File: config.mk
export PLATFORM = sky130hd
export DESIGN_NAME = uart_apb_scheduler
export DESIGN_NICKNAME = d
export VERILOG_FILES = /design/src/rtl/uart_apb_scheduler.sv
export SDC_FILE = /design/constraint.sdc
export NUM_CORES = 1
export LEC_CHECK = 0
export CAP_MARGIN = 20
export CORE_MARGIN = 4
export CORE_UTILIZATION = 35
export DETAILED_ROUTE_END_ITERATION = 8
export GPL_ROUTABILITY_DRIVEN = 0
export GPL_TIMING_DRIVEN = 0
export HOLD_SLACK_MARGIN = 0.1
export MAX_ROUTING_LAYER = met4
export PLACE_DENSITY = 0.75
export SYNTH_ARGS = -nofsm -noshare
export SYNTH_HDL_FRONTEND = slang
export SYNTH_SLANG_ARGS = --single-unit
File: constraint.sdc
create_clock -name clk -period 1.3 [get_ports clk]
set_input_delay 0.325 -clock clk [delete_from_list [all_inputs] [get_ports clk]]
set_output_delay 0.325 -clock clk [all_outputs]
set_load 0.05 [all_outputs]
File: src/rtl/uart_apb_scheduler.sv
// APB master sequencer for the UART: four-write init sequence after reset, then
// round-robin sharing between TX (port 0) and RX/status (port 1). Optional macro: UART_APB_TIMEOUT_EN.
module uart_apb_scheduler #(
  parameter int              ADDR_W  = 6,
  parameter logic [ADDR_W-1:0] INIT_A0 = 6'h0C,
  parameter logic [7:0]      INIT_D0 = 8'h83,
  parameter logic [ADDR_W-1:0] INIT_A1 = 6'h00,
  parameter logic [7:0]      INIT_D1 = 8'h1B,
  parameter logic [ADDR_W-1:0] INIT_A2 = 6'h04,
  parameter logic [7:0]      INIT_D2 = 8'h00,
  parameter logic [ADDR_W-1:0] INIT_A3 = 6'h0C,
  parameter logic [7:0]      INIT_D3 = 8'h03
`ifdef UART_APB_TIMEOUT_EN
  , parameter int            TIMEOUT = 255
`endif
) (
  input  logic              clk,
  input  logic              rst,
  input  logic              req0_valid,
  input  logic              req0_write,
  input  logic [ADDR_W-1:0] req0_addr,
  input  logic [31:0]       req0_wdata,
  output logic              req0_ready,
  output logic              rsp0_valid,
  output logic [31:0]       rsp0_rdata,
  output logic              rsp0_err,
  input  logic              req1_valid,
  input  logic              req1_write,
  input  logic [ADDR_W-1:0] req1_addr,
  input  logic [31:0]       req1_wdata,
  output logic              req1_ready,
  output logic              rsp1_valid,
  output logic [31:0]       rsp1_rdata,
  output logic              rsp1_err,
  output logic              apb_psel_o,
  output logic              apb_penable_o,
  output logic              apb_pwrite_o,
  output logic [ADDR_W-1:0] apb_paddr_o,
  output logic [31:0]       apb_pwdata_o,
  input  logic              apb_pready_i,
  input  logic              apb_pslverr_i,
  input  logic [31:0]       apb_prdata_i,
  output logic              init_done
);

  typedef enum logic [2:0] {
    S_INIT   = 3'd0,
    S_IDLE   = 3'd1,
    S_SETUP  = 3'd2,
    S_ACCESS = 3'd3,
    S_RESP   = 3'd4
  } state_e;

  state_e            state_q, state_d;
  logic [1:0]        idx_q, idx_d;
  logic              init_done_q, init_done_d;
  logic              last_q, last_d;
  logic              gnt_q, gnt_d;
  logic              write_q, write_d;
  logic [ADDR_W-1:0] addr_q, addr_d;
  logic [31:0]       wdata_q, wdata_d;
  logic [31:0]       rdata_q, rdata_d;
  logic              err_q, err_d;
  logic              psel_q, psel_d;
  logic              penable_q, penable_d;
  logic              rsp0_valid_q, rsp0_valid_d;
  logic              rsp1_valid_q, rsp1_valid_d;
  logic              pick_s, accept_s, done_s;
`ifdef UART_APB_TIMEOUT_EN
  localparam logic [7:0] TO_LAST = 8'(TIMEOUT - 1);
  logic [7:0]        cnt_q, cnt_d;
`endif

  function automatic logic [ADDR_W-1:0] init_addr(input logic [1:0] idx);
    case (idx)
      2'd0:    init_addr = INIT_A0;
      2'd1:    init_addr = INIT_A1;
      2'd2:    init_addr = INIT_A2;
      default: init_addr = INIT_A3;
    endcase
  endfunction

  function automatic logic [7:0] init_data(input logic [1:0] idx);
    case (idx)
      2'd0:    init_data = INIT_D0;
      2'd1:    init_data = INIT_D1;
      2'd2:    init_data = INIT_D2;
      default: init_data = INIT_D3;
    endcase
  endfunction

  // A tie goes to the port that was not served last; RESP accepts like IDLE.
  assign pick_s   = (req0_valid & req1_valid) ? ~last_q : req1_valid;
  assign accept_s = ~rst & ((state_q == S_IDLE) | (state_q == S_RESP)) & (req0_valid | req1_valid);

  assign req0_ready    = accept_s & ~pick_s;
  assign req1_ready    = accept_s & pick_s;
  assign rsp0_valid    = rsp0_valid_q;
  assign rsp1_valid    = rsp1_valid_q;
  assign rsp0_rdata    = rdata_q;
  assign rsp1_rdata    = rdata_q;
  assign rsp0_err      = err_q;
  assign rsp1_err      = err_q;
  assign apb_psel_o    = psel_q;
  assign apb_penable_o = penable_q;
  assign apb_pwrite_o  = write_q;
  assign apb_paddr_o   = addr_q;
  assign apb_pwdata_o  = wdata_q;
  assign init_done     = init_done_q;

  // Next-state, transfer capture and registered-output decode.
  always_comb begin
    state_d     = state_q;
    idx_d       = idx_q;
    init_done_d = init_done_q;
    last_d      = last_q;
    gnt_d       = gnt_q;
    write_d     = write_q;
    addr_d      = addr_q;
    wdata_d     = wdata_q;
    rdata_d     = rdata_q;
    err_d       = err_q;
    done_s      = 1'b0;
`ifdef UART_APB_TIMEOUT_EN
    cnt_d       = cnt_q;
`endif
    case (state_q)
      S_INIT: begin
        write_d = 1'b1;
        addr_d  = init_addr(idx_q);
        wdata_d = {24'h0, init_data(idx_q)};
        state_d = S_SETUP;
      end
      S_IDLE, S_RESP: begin
        if (accept_s) begin
          gnt_d   = pick_s;
          last_d  = pick_s;
          write_d = pick_s ? req1_write : req0_write;
          addr_d  = pick_s ? req1_addr  : req0_addr;
          wdata_d = pick_s ? req1_wdata : req0_wdata;
          state_d = S_SETUP;
        end else begin
          state_d = S_IDLE;
        end
      end
      S_SETUP: begin
        state_d = S_ACCESS;
`ifdef UART_APB_TIMEOUT_EN
        cnt_d   = 8'd0;
`endif
      end
      S_ACCESS: begin
        if (apb_pready_i) begin
          done_s  = 1'b1;
          rdata_d = write_q ? 32'h0 : apb_prdata_i;
          err_d   = apb_pslverr_i;
        end
`ifdef UART_APB_TIMEOUT_EN
        else if (cnt_q == TO_LAST) begin
          done_s  = 1'b1;
          rdata_d = 32'h0;
          err_d   = 1'b1;
        end else begin
          cnt_d = cnt_q + 8'd1;
        end
`else
        else begin
          done_s = 1'b0;
        end
`endif
        // Init completions (including errors) just advance the sequence.
        if (done_s) begin
          if (!init_done_q) begin
            if (idx_q == 2'd3) begin
              init_done_d = 1'b1;
              state_d     = S_IDLE;
            end else begin
              idx_d   = idx_q + 2'd1;
              state_d = S_INIT;
            end
          end else begin
            state_d = S_RESP;
          end
        end else begin
          state_d = S_ACCESS;
        end
      end
      default: state_d = S_INIT;
    endcase
    psel_d       = (state_d == S_SETUP) | (state_d == S_ACCESS);
    penable_d    = (state_d == S_ACCESS);
    rsp0_valid_d = (state_d == S_RESP) & ~gnt_d;
    rsp1_valid_d = (state_d == S_RESP) & gnt_d;
  end

  // State and output registers with synchronous reset.
  always_ff @(posedge clk) begin
    if (rst) begin
      state_q      <= S_INIT;
      idx_q        <= 2'd0;
      init_done_q  <= 1'b0;
      last_q       <= 1'b1;
      gnt_q        <= 1'b0;
      write_q      <= 1'b0;
      addr_q       <= '0;
      wdata_q      <= 32'h0;
      rdata_q      <= 32'h0;
      err_q        <= 1'b0;
      psel_q       <= 1'b0;
      penable_q    <= 1'b0;
      rsp0_valid_q <= 1'b0;
      rsp1_valid_q <= 1'b0;
`ifdef UART_APB_TIMEOUT_EN
      cnt_q        <= 8'd0;
`endif
    end else begin
      state_q      <= state_d;
      idx_q        <= idx_d;
      init_done_q  <= init_done_d;
      last_q       <= last_d;
      gnt_q        <= gnt_d;
      write_q      <= write_d;
      addr_q       <= addr_d;
      wdata_q      <= wdata_d;
      rdata_q      <= rdata_d;
      err_q        <= err_d;
      psel_q       <= psel_d;
      penable_q    <= penable_d;
      rsp0_valid_q <= rsp0_valid_d;
      rsp1_valid_q <= rsp1_valid_d;
`ifdef UART_APB_TIMEOUT_EN
      cnt_q        <= cnt_d;
`endif
    end
  end

endmodule

==> flow_metrics.py, run 1 <==
metrics = {
    "power_and_ir_drop": {
        "p_sw_uw": 2010,
        "p_int_uw": 5040,
        "powerDensity_mw_per_mm2": 889,
        "peakVddDrop_v": 0.000698,
        "clkPwrFrac": 0.352,
        "pwr-share-seq": 0.385,
        "p_leak_uw": 0.00313,
        "sw_frac_of_total": 0.285,
        "comb_power_share": 0.263,
        "total_power_uw": 7050,
    },
    "floorplanning": {
        "die_w_microns": 115,
        "placeableCoreArea_sq_mm": 0.0110,
        "ios": 228,
        "dieArea_sq_mm": 0.0132,
        "die_h_microns": 115,
        "fp-row-count": 38,
        "initial_core_util": 0.363,
    },
    "worst_setup_path": {
        "end_kind": "primary output",
        "crit_slowest_cell": "dfxtp_4",
        "worstSetupPathType": "reg -> out",
        "path_cells": "xor2_4, nand3_4, nor2_4, buf_8",
        "reg2reg_from": "state_q[0]$_SDFF_PP0_",
        "critical_path_buf_inv_count": 1,
        "required_ns": 0.98,
        "max_stage_delay_ns": 0.37,
        "cp_num_cells": 4,
        "startpoint_type": "flop",
        "worst-r2r-cell-count": 9,
        "cp_max_fo": 3,
        "critPathArrivalTime_ns": 1.35,
        "crit_start": "state_q[2]$_SDFF_PP0_",
        "cp_top_family": "flip-flops",
    },
    "sta": {
        "hold_viol": 0,
        "worst_slack_ns": -0.377,
        "worst_slew_pin_slew_ns": 0.712,
        "finalCritPeriodShare": 1.29,
        "fin_crit_ns": 1.68,
        "finalClockSkew_ns": 0.00493,
        "drv_slew": 0,
        "slew_headroom": 0.525,
        "grt_setup_unrepaired": "yes",
        "max_freq_mhz": 596,
        "setup_tns_ns": -18.12,
        "setup_viol": 82,
    },
    "global_route": {
        "grt_max_degree": 13,
        "antenna_found_initial": 0,
        "grt_pass1_vias": 4541,
        "gr-total-overflow": 0,
        "grt_first_pass_wirelength_mm": 23.0,
        "grt_util_all_layers": 0.227,
    },
    "layout": {
        "fin_area_sq_mm": 0.00794,
        "drive_gt1_frac": 0.590,
        "layout_commonest_cell": "clkdlybuf4s50_1",
        "fin_nets": 875,
        "area_growth_pct": 99.2,
        "layout_common_cells": "111 x clkdlybuf4s50_1, 72 x buf_4, 58 x buf_6",
        "antenna_cells": 0,
    },
    "yosys": {
        "ys_seq_area_frac": 0.422,
        "syn_area_sq_mm": 0.00399,
        "ys_warn_count": 0,
        "synth_top_cell_by_area": "dfxtp_1",
        "syn_nets": 593,
        "ys.flop_type": "dfxtp_1",
        "syn_area_per_cell_sq_um": 8.44,
        "synthDistinctLibCells": 37,
        "synth_top_area_frac": 0.422,
        "synth_edf_count": 0,
        "synthArstFlopShare": 0,
        "synth_seq_cells": 84,
        "syn_inst": 472,
        "synth_area_leaders": "dfxtp_1 42%, mux2_2 10%, a21oi_1 9.9%",
    },
    "drt": {
        "wl_per_cell_microns": 18.3,
        "num_vias": 4576,
        "first_pass_iters": 4,
        "drcViolationCount": 0,
        "drtIter0Drc": 163,
        "ant_nets": 0,
        "drt_wl_total_mm": 16.4,
        "vias_per_cell": 5.11,
    },
    "cts": {
        "numCtsBuffers": 9,
        "holdBufCountCts": 0,
        "clkSinkCount": 84,
        "clock-root-buffer": "clkbuf_16",
        "clock_path_buffers": 2,
        "cts_tree": "done",
        "clk_latency_ns": 0.34,
        "htree_levels": 3,
        "path_clk_slew_ns": 0.06,
    },
    "hold_path": {
        "hp-class": "reg -> reg",
        "hold_depth": 2,
        "min_from": "apb_pwdata_o[31]$_SDFFE_PP0P_",
    },
    "status": {
        "violations": "negative setup slack",
        "status": "finished with violations",
    },
    "placed_design": {
        "numPortBuffers": 227,
        "placed_area_sq_mm": 0.00655,
        "hpwlAfterDp_mm": 10.8,
    },
    "run": {
        "drv_cap": 0,
    },
}
routing by layer:
metal / GRT usage / part of all wire / vias to the layer above
met4: 0.0712 / 0.024 / 0
met2: 0.397 / 0.52 / 228
met3: 0.0608 / 0.088 / 33
met1: 0.251 / 0.37 / 2142
li1: - / - / 2173
met5: - / 0 / -
logic make-up after synthesis:
kind of cell | Yosys count | synth area share
AOI/OAI and AO/OA | 133 | 0.181
xor gates and xnor gates | 3 | 0.00848
adders and majority gates | 7 | 0.0220
buffers and inverters | 77 | 0.111
DFF | 84 | 0.422
muxes | 41 | 0.115
and+or+nand+nor | 127 | 0.141
worst reg2reg max path, stage by stage, from the launching register on:
cell and delay [ns]:
dfxtp_4 0.38, buf_6 0.11, buf_12 0.12, buf_6 0.10, nand4b_4 0.11, buf_6 0.15
buf_12 0.14, clkbuf_16 0.16, nand2_1 0.10, a21oi_2 0.06
path summary, 6_finish.rpt:
check,slack [ns],endpoint
max reg2reg,-0.26,rsp0_rdata[21]$_SDFFE_PP0P_
min reg2reg,0.45,apb_pwdata_o[31]$_SDFFE_PP0P_
max,-0.38,req1_ready
min,0.45,apb_pwdata_o[31]$_SDFFE_PP0P_
through the flow:
stage	hold WS [ns]	utilization	std cells	setup slack (ns)
floorplan	0.461	-	472	-0.144
global placement	0.454	0.596	839	-1.33
detailed placement	0.462	0.596	839	-1.35
CTS	0.459	0.652	885	-0.417
global route	0.469	0.723	896	-0.426
finish	0.455	0.723	896	-0.377
power groups by stage:
stage	clock, uW	combinational [uW]	sequential, uW
after detailed placement	0	1490	2760
after floorplan	0	593	2990
final	2480	1850	2720
after CTS	2490	1670	2700
after global placement	0	1480	2750
after global routing	2590	1950	2730
repair_timing:
item	CTS	global route
setup endpoints to repair	194	157
resized for setup	755	240
pin swaps	45	53
cloned	11	2
buffers inserted	22	17
final cells by class:
type                    instances  area, sq um
inverters                       8         35.0
multi-input cells             312         2570
fillers                       775         3050
clock buffers                  10          239
flip-flops and latches         84         1730
clock inverters                 3         40.0
well taps                     140          175
repair buffers                274         2590
plain buffers                  65          554
Yosys cell counts, types with 4 or more instances:
master / instances
o21ai_0: 37
buf_4: 36
a21oi_1: 79
nand3_1: 36
inv_1: 8
ha_1: 5
nor2_1: 9
clkbuf_1: 19
nand2_1: 73
a211oi_1: 4
buf_2: 14
mux2i_1: 4
mux2_2: 36
dfxtp_1: 84
sequential cells by signal (all words and copies together) (netlist names):
name	count
apb_psel_o	1
rsp0_rdata	32
state_q	3
gnt_q	1
last_q	1
rsp0_err	1
apb_penable_o	1
idx_q	2
rsp0_valid	1
apb_paddr_o	6
apb_pwrite_o	1
apb_pwdata_o	32
rsp1_valid	1
init_done	1
Note: power is estimated with default switching activity, not from simulation.
==> run 2: changes to the inputs <==
--- a/config.mk
+++ b/config.mk
@@ -7,8 +7,10 @@
 export LEC_CHECK = 0
 export CAP_MARGIN = 20
 export CORE_MARGIN = 4
-export CORE_UTILIZATION = 35
+export CORE_UTILIZATION = 59
+export CTS_BUF_LIST = sky130_fd_sc_hd__clkbuf_4 sky130_fd_sc_hd__clkbuf_8
 export DETAILED_ROUTE_END_ITERATION = 8
+export DONT_BUFFER_PORTS = 1
 export GPL_ROUTABILITY_DRIVEN = 0
 export GPL_TIMING_DRIVEN = 0
 export HOLD_SLACK_MARGIN = 0.1
==> run 2 against run 1 <==
Net effect:
- the flow still finishes with violations (negative setup slack)
- combinational power decreased by 46%
- hold slack worse by 0.35 ns
- global-route usage is 7.0 points higher
- clock power fell by 15%
- critical path depth is 1 lower
- critical path type unchanged
- largest power group unchanged
==> flow_metrics.py, run 2 (synthesized netlist as in run 1, its figures left out) <==
metrics = {
    "status": {
        "status": "finished with violations",
        "violations": "negative setup slack",
    },
    "worst_setup_path": {
        "path_cells": "xor2_4, nand3_4, nor2_4",
        "end_kind": "primary output",
        "cp_top_family": "simple AND/OR/NAND/NOR gates",
        "cp_max_fo": 3,
        "r2r-end": "rsp0_rdata[6]$_SDFFE_PP0P_",
        "critPathCapture": "req1_ready",
        "required_ns": 0.98,
        "r2r_slack_ns": -0.36,
        "worst-r2r-cell-count": 8,
        "critPathArrivalTime_ns": 1.43,
        "crit_slowest_cell": "dfxtp_4",
        "startpoint_type": "flop",
        "worstSetupPathType": "reg -> out",
        "crit_start": "state_q[2]$_SDFF_PP0_",
        "cp_num_cells": 3,
        "critical_path_buf_inv_count": 0,
        "reg2reg_from": "state_q[0]$_SDFF_PP0_",
        "max_stage_delay_ns": 0.40,
    },
    "drt": {
        "ant_nets": 0,
        "num_vias": 3770,
        "wl_per_cell_microns": 23.1,
        "drt_wl_total_mm": 13.7,
        "drtIter0Drc": 217,
        "vias_per_cell": 6.34,
        "first_pass_iters": 4,
        "drcViolationCount": 0,
    },
    "placed_design": {
        "numPortBuffers": 0,
        "hpwlAfterDp_mm": 8.23,
        "place_inst": 549,
        "placed_area_sq_mm": 0.00420,
    },
    "layout": {
        "fin_area_sq_mm": 0.00566,
        "layout_commonest_cell": "nand2_1",
        "area_growth_pct": 41.9,
        "drive_gt1_frac": 0.598,
        "finalNonFillerCells": 595,
        "layout_common_cells": "58 x nand2_1, 44 x dfxtp_2, 42 x a21oi_1",
        "fin_nets": 634,
        "antenna_cells": 0,
    },
    "power_and_ir_drop": {
        "peakVddDrop_v": 0.000719,
        "powerDensity_mw_per_mm2": 1070,
        "p_leak_uw": 0.00198,
    },
    "global_route": {
        "antenna_found_initial": 0,
        "grt_util_all_layers": 0.297,
        "grt_pass1_vias": 3549,
        "gr-total-overflow": 0,
        "use_met3": 0.0935,
        "top_usage_layer": "met2",
        "grt_use_met2": 0.495,
        "grt_util_met1": 0.336,
        "grt_max_degree": 14,
        "grt_first_pass_wirelength_mm": 18.9,
    },
    "sta": {
        "worst_slack_ns": -0.457,
        "drv_slew": 0,
        "setup_viol": 117,
        "max_freq_mhz": 569,
        "hold_viol": 0,
        "slew_headroom": 0.506,
        "worst_slew_pin_slew_ns": 0.741,
        "grt_setup_unrepaired": "yes",
        "finalClockSkew_ns": 0.00479,
        "fin_crit_ns": 1.76,
        "finalCritPeriodShare": 1.35,
    },
    "cts": {
        "path_clk_slew_ns": 0.08,
        "cts_tree": "done",
        "clock-root-buffer": "clkbuf_8",
        "numCtsBuffers": 9,
        "htree_levels": 3,
        "clkSinkCount": 84,
        "clk_latency_ns": 0.35,
        "clock_path_buffers": 2,
    },
    "run": {
        "drv_cap": 0,
    },
    "floorplanning": {
        "ios": 228,
        "die_h_microns": 90.2,
        "die_w_microns": 90.2,
        "placeableCoreArea_sq_mm": 0.00646,
        "fp-row-count": 29,
        "dieArea_sq_mm": 0.00813,
        "initial_core_util": 0.617,
    },
    "hold_path": {
        "hp-class": "in -> reg",
    },
}
[run 2: cell count changes in the layout (fill, tap and decap cells not counted), sizes merged, moves of 2 or more]
cell	before	now
clkdlybuf4s50	111	0
buf	173	75
clkbuf	61	32
clkdlybuf4s15	3	0
dlygate4sd3	0	4
clkinvlp	0	2
[run 2: worst register-to-register path: cells and delay by family (launching register included)]
| kind | cells | cell delay (ns) |
|---|---|---|
| buffers and inverters | 4 | 0.55 |
| DFF | 1 | 0.39 |
| and+or+nand+nor | 3 | 0.43 |
| AOI/OAI and AO/OA | 1 | 0.21 |
[run 2: report_power, final]
part	total, uW	switching (uW)	leakage, uW	internal [uW]
Sequential	2920	321	0.000729	2600
Combinational	991	552	0.00114	439
Clock	2120	941	0.000113	1180
[run 2: stage by stage]
step                      hold slack (ns)  power [uW]  utilization  setup slack, ns  TNS [ns]
after floorplan                     0.461        3580            -           -0.144    -0.927
after global placement              0.474        3710        0.650           -0.244    -14.88
after detailed placement            0.481        3720        0.650           -0.284    -17.05
after CTS                           0.114        5820        0.785           -0.470    -18.14
after global routing               0.0934        6210        0.876           -0.498    -28.99
final                               0.105        6030        0.876           -0.457    -22.68
[run 2: timing repair]
action,4_1_cts,5_1_grt
setup buffers,10,13
gates cloned,0,6
endpoints found under the setup margin,191,120
hold endpoints to repair,1,3
pin swaps,6,77
resized for setup,210,122
hold buffers,1,3
[run 2: per-layer routing]
metal,vias to the layer above,share of wire
li1,1688,-
met1,1815,0.37
met4,0,0.031
met3,43,0.085
met5,-,0
met2,224,0.51
[run 2: area by class of cell]
cell class | count | area, sq um
clock buffers | 12 | 153
well taps | 77 | 96.3
repair buffers | 32 | 368
flip-flops and latches | 84 | 1870
fillers | 315 | 803
inverters | 8 | 36.3
plain buffers | 67 | 771
clock inverters | 4 | 72.6
multi-input cells | 311 | 2290
[run 2: worst min-delay path by stage]
stage                                  endpoint             start  cells past startpoint
floorplan                 rsp0_err$_SDFFE_PP0P_     apb_pslverr_i                      2
global placement          rsp0_err$_SDFFE_PP0P_     apb_pslverr_i                      2
detailed placement        rsp0_err$_SDFFE_PP0P_     apb_pslverr_i                      2
CTS                 rsp0_rdata[11]$_SDFFE_PP0P_  apb_prdata_i[11]                      2
global route        rsp0_rdata[19]$_SDFFE_PP0P_  apb_prdata_i[19]                      2
finish              rsp0_rdata[19]$_SDFFE_PP0P_  apb_prdata_i[19]                      2
==> run 3: changes to the inputs <==
--- a/config.mk
+++ b/config.mk
@@ -13,7 +13,7 @@
 export DONT_BUFFER_PORTS = 1
 export GPL_ROUTABILITY_DRIVEN = 0
 export GPL_TIMING_DRIVEN = 0
-export HOLD_SLACK_MARGIN = 0.1
+export HOLD_SLACK_MARGIN = 0.08
 export MAX_ROUTING_LAYER = met4
 export PLACE_DENSITY = 0.75
 export SYNTH_ARGS = -nofsm -noshare
==> run 3 against run 2 <==
Net effect:
- largest cell class unchanged
- cell count is 0.67% lower
- critical path depth did not move
- sequential power about the same
- the run still ends with negative setup slack left
- maximum frequency decreased by 0.29%
==> flow_metrics.py, run 3 (synthesized netlist as in run 1, its figures left out) <==
metrics = {
    "layout": {
        "area_growth_pct": 40.7,
        "fin_nets": 630,
        "layout_common_cells": "57 x nand2_1, 44 x a21oi_1, 44 x dfxtp_2",
        "fillerInstances": 326,
        "drive_gt1_frac": 0.599,
        "antenna_cells": 0,
        "layout_commonest_cell": "nand2_1",
    },
    "drt": {
        "wl_per_cell_microns": 23.0,
        "first_pass_iters": 5,
        "drcViolationCount": 0,
        "ant_nets": 0,
        "vias_per_cell": 6.33,
        "drt_wl_total_mm": 13.6,
        "num_vias": 3743,
        "drtIter0Drc": 158,
    },
    "status": {
        "status": "finished with violations",
        "violations": "negative setup slack",
    },
    "power_and_ir_drop": {
        "powerDensity_mw_per_mm2": 1070,
        "peakVddDrop_v": 0.000715,
        "p_leak_uw": 0.00197,
        "total_power_uw": 6020,
    },
    "cts": {
        "clkSinkCount": 84,
        "cts_tree": "done",
        "htree_levels": 3,
        "numCtsBuffers": 9,
        "path_clk_slew_ns": 0.08,
        "clk_latency_ns": 0.36,
        "clock-root-buffer": "clkbuf_8",
        "clock_path_buffers": 2,
        "holdBufCountCts": 0,
    },
    "sta": {
        "setup_viol": 117,
        "finalCritPeriodShare": 1.36,
        "worst_slack_ns": -0.462,
        "worst_slew_pin_slew_ns": 0.731,
        "finalClockSkew_ns": 0.00703,
        "fin_hold_ws_ns": 0.0901,
        "slew_headroom": 0.512,
        "grt_setup_unrepaired": "yes",
        "max_freq_mhz": 567,
        "hold_viol": 0,
        "drv_slew": 0,
        "fin_crit_ns": 1.76,
    },
    "run": {
        "drv_cap": 0,
    },
    "floorplanning": {
        "die_h_microns": 90.2,
        "die_w_microns": 90.2,
        "fp-row-count": 29,
        "dieArea_sq_mm": 0.00813,
        "initial_core_util": 0.617,
        "ios": 228,
        "placeableCoreArea_sq_mm": 0.00646,
    },
    "worst_setup_path": {
        "reg2reg_from": "state_q[0]$_SDFF_PP0_",
        "worstSetupPathType": "reg -> out",
        "cp_max_fo": 3,
        "startpoint_type": "flop",
        "required_ns": 0.98,
        "r2r-end": "rsp0_rdata[16]$_SDFFE_PP0P_",
        "end_kind": "primary output",
        "critPathArrivalTime_ns": 1.44,
        "crit_start": "state_q[2]$_SDFF_PP0_",
        "worst-r2r-cell-count": 8,
        "r2r_slack_ns": -0.37,
    },
    "global_route": {
        "gr-total-overflow": 0,
        "antenna_found_initial": 0,
        "grt_util_all_layers": 0.296,
        "grt_pass1_vias": 3575,
        "grt_max_degree": 14,
        "grt_first_pass_wirelength_mm": 18.9,
    },
    "hold_path": {
        "min_from": "apb_prdata_i[27]",
        "hp-class": "in -> reg",
        "worstHoldEndpoint": "rsp0_rdata[27]$_SDFFE_PP0P_",
        "hold_depth": 2,
    },
    "placed_design": {
        "numPortBuffers": 0,
        "hpwlAfterDp_mm": 8.23,
    },
}
## run 3: cell types whose count changed in the layout (fill, tap and decap cells not counted), sizes merged
cell         delta
buf             -1
clkbuf          +1
dlygate4sd3     -4
## run 3: repair_timing
item                       4_1_cts  5_1_grt
buffers inserted                10       13
resized for setup              210      120
gates cloned                     0        6
pin swaps                        6       78
setup endpoints to repair      191      120
## run 3: through the flow
| step | util | worst slack [ns] | cells | TNS (ns) | area [sq um] |
|---|---|---|---|---|---|
| finish | 0.868 | -0.462 | 591 | -22.76 | 5610 |
| global route | 0.868 | -0.488 | 591 | -28.77 | 5610 |
| CTS | 0.784 | -0.470 | 575 | -18.14 | 5060 |
| detailed placement | 0.650 | -0.284 | 549 | -17.05 | 4200 |
| global placement | 0.650 | -0.244 | 549 | -14.88 | 4200 |
| floorplan | - | -0.144 | 472 | -0.927 | 4100 |
## run 3: power breakdown
part,internal (uW),switching [uW]
combinational,429,547
clock,1180,942
sequential,2600,319
## run 3: worst max path at each step
stage	to	slack (ns)	depth (start not counted)
6_report	req1_ready	-0.46	3
5_1_grt	req1_ready	-0.49	3
4_1_cts	req1_ready	-0.47	4
3_5_place_dp	rsp0_rdata[30]$_SDFFE_PP0P_	-0.28	6
3_3_place_gp	rsp0_rdata[29]$_SDFFE_PP0P_	-0.24	6
2_1_floorplan	req1_ready	-0.14	4
## run 3: critical path, cell delays in order, from the launching register on
cell,delay (ns)
dfxtp_4,0.40
xor2_4,0.18
nand3_4,0.13
nor2_4,0.35
## run 3: layout make-up
class	count	area, sq um	area share
Tap cell	77	96.3	0.0172
Clock inverter	4	72.6	0.0129
Sequential cell	84	1870	0.333
Timing Repair Buffer	28	328	0.0585
Clock buffer	12	153	0.0272
Inverter	8	36.3	0.00647
Buffer	67	771	0.137
Multi-Input combinational cell	311	2280	0.407
## run 3: metal layers
| metal | vias up | GRT usage | wire (microns) | share of wire |
|---|---|---|---|---|
| met5 | - | - | 0 | 0 |
| met4 | 0 | 0.106 | 420 | 0.031 |
| met3 | 41 | 0.0943 | 1200 | 0.088 |
| met2 | 230 | 0.500 | 6990 | 0.51 |
| met1 | 1794 | 0.330 | 5010 | 0.37 |
| li1 | 1678 | - | - | - |
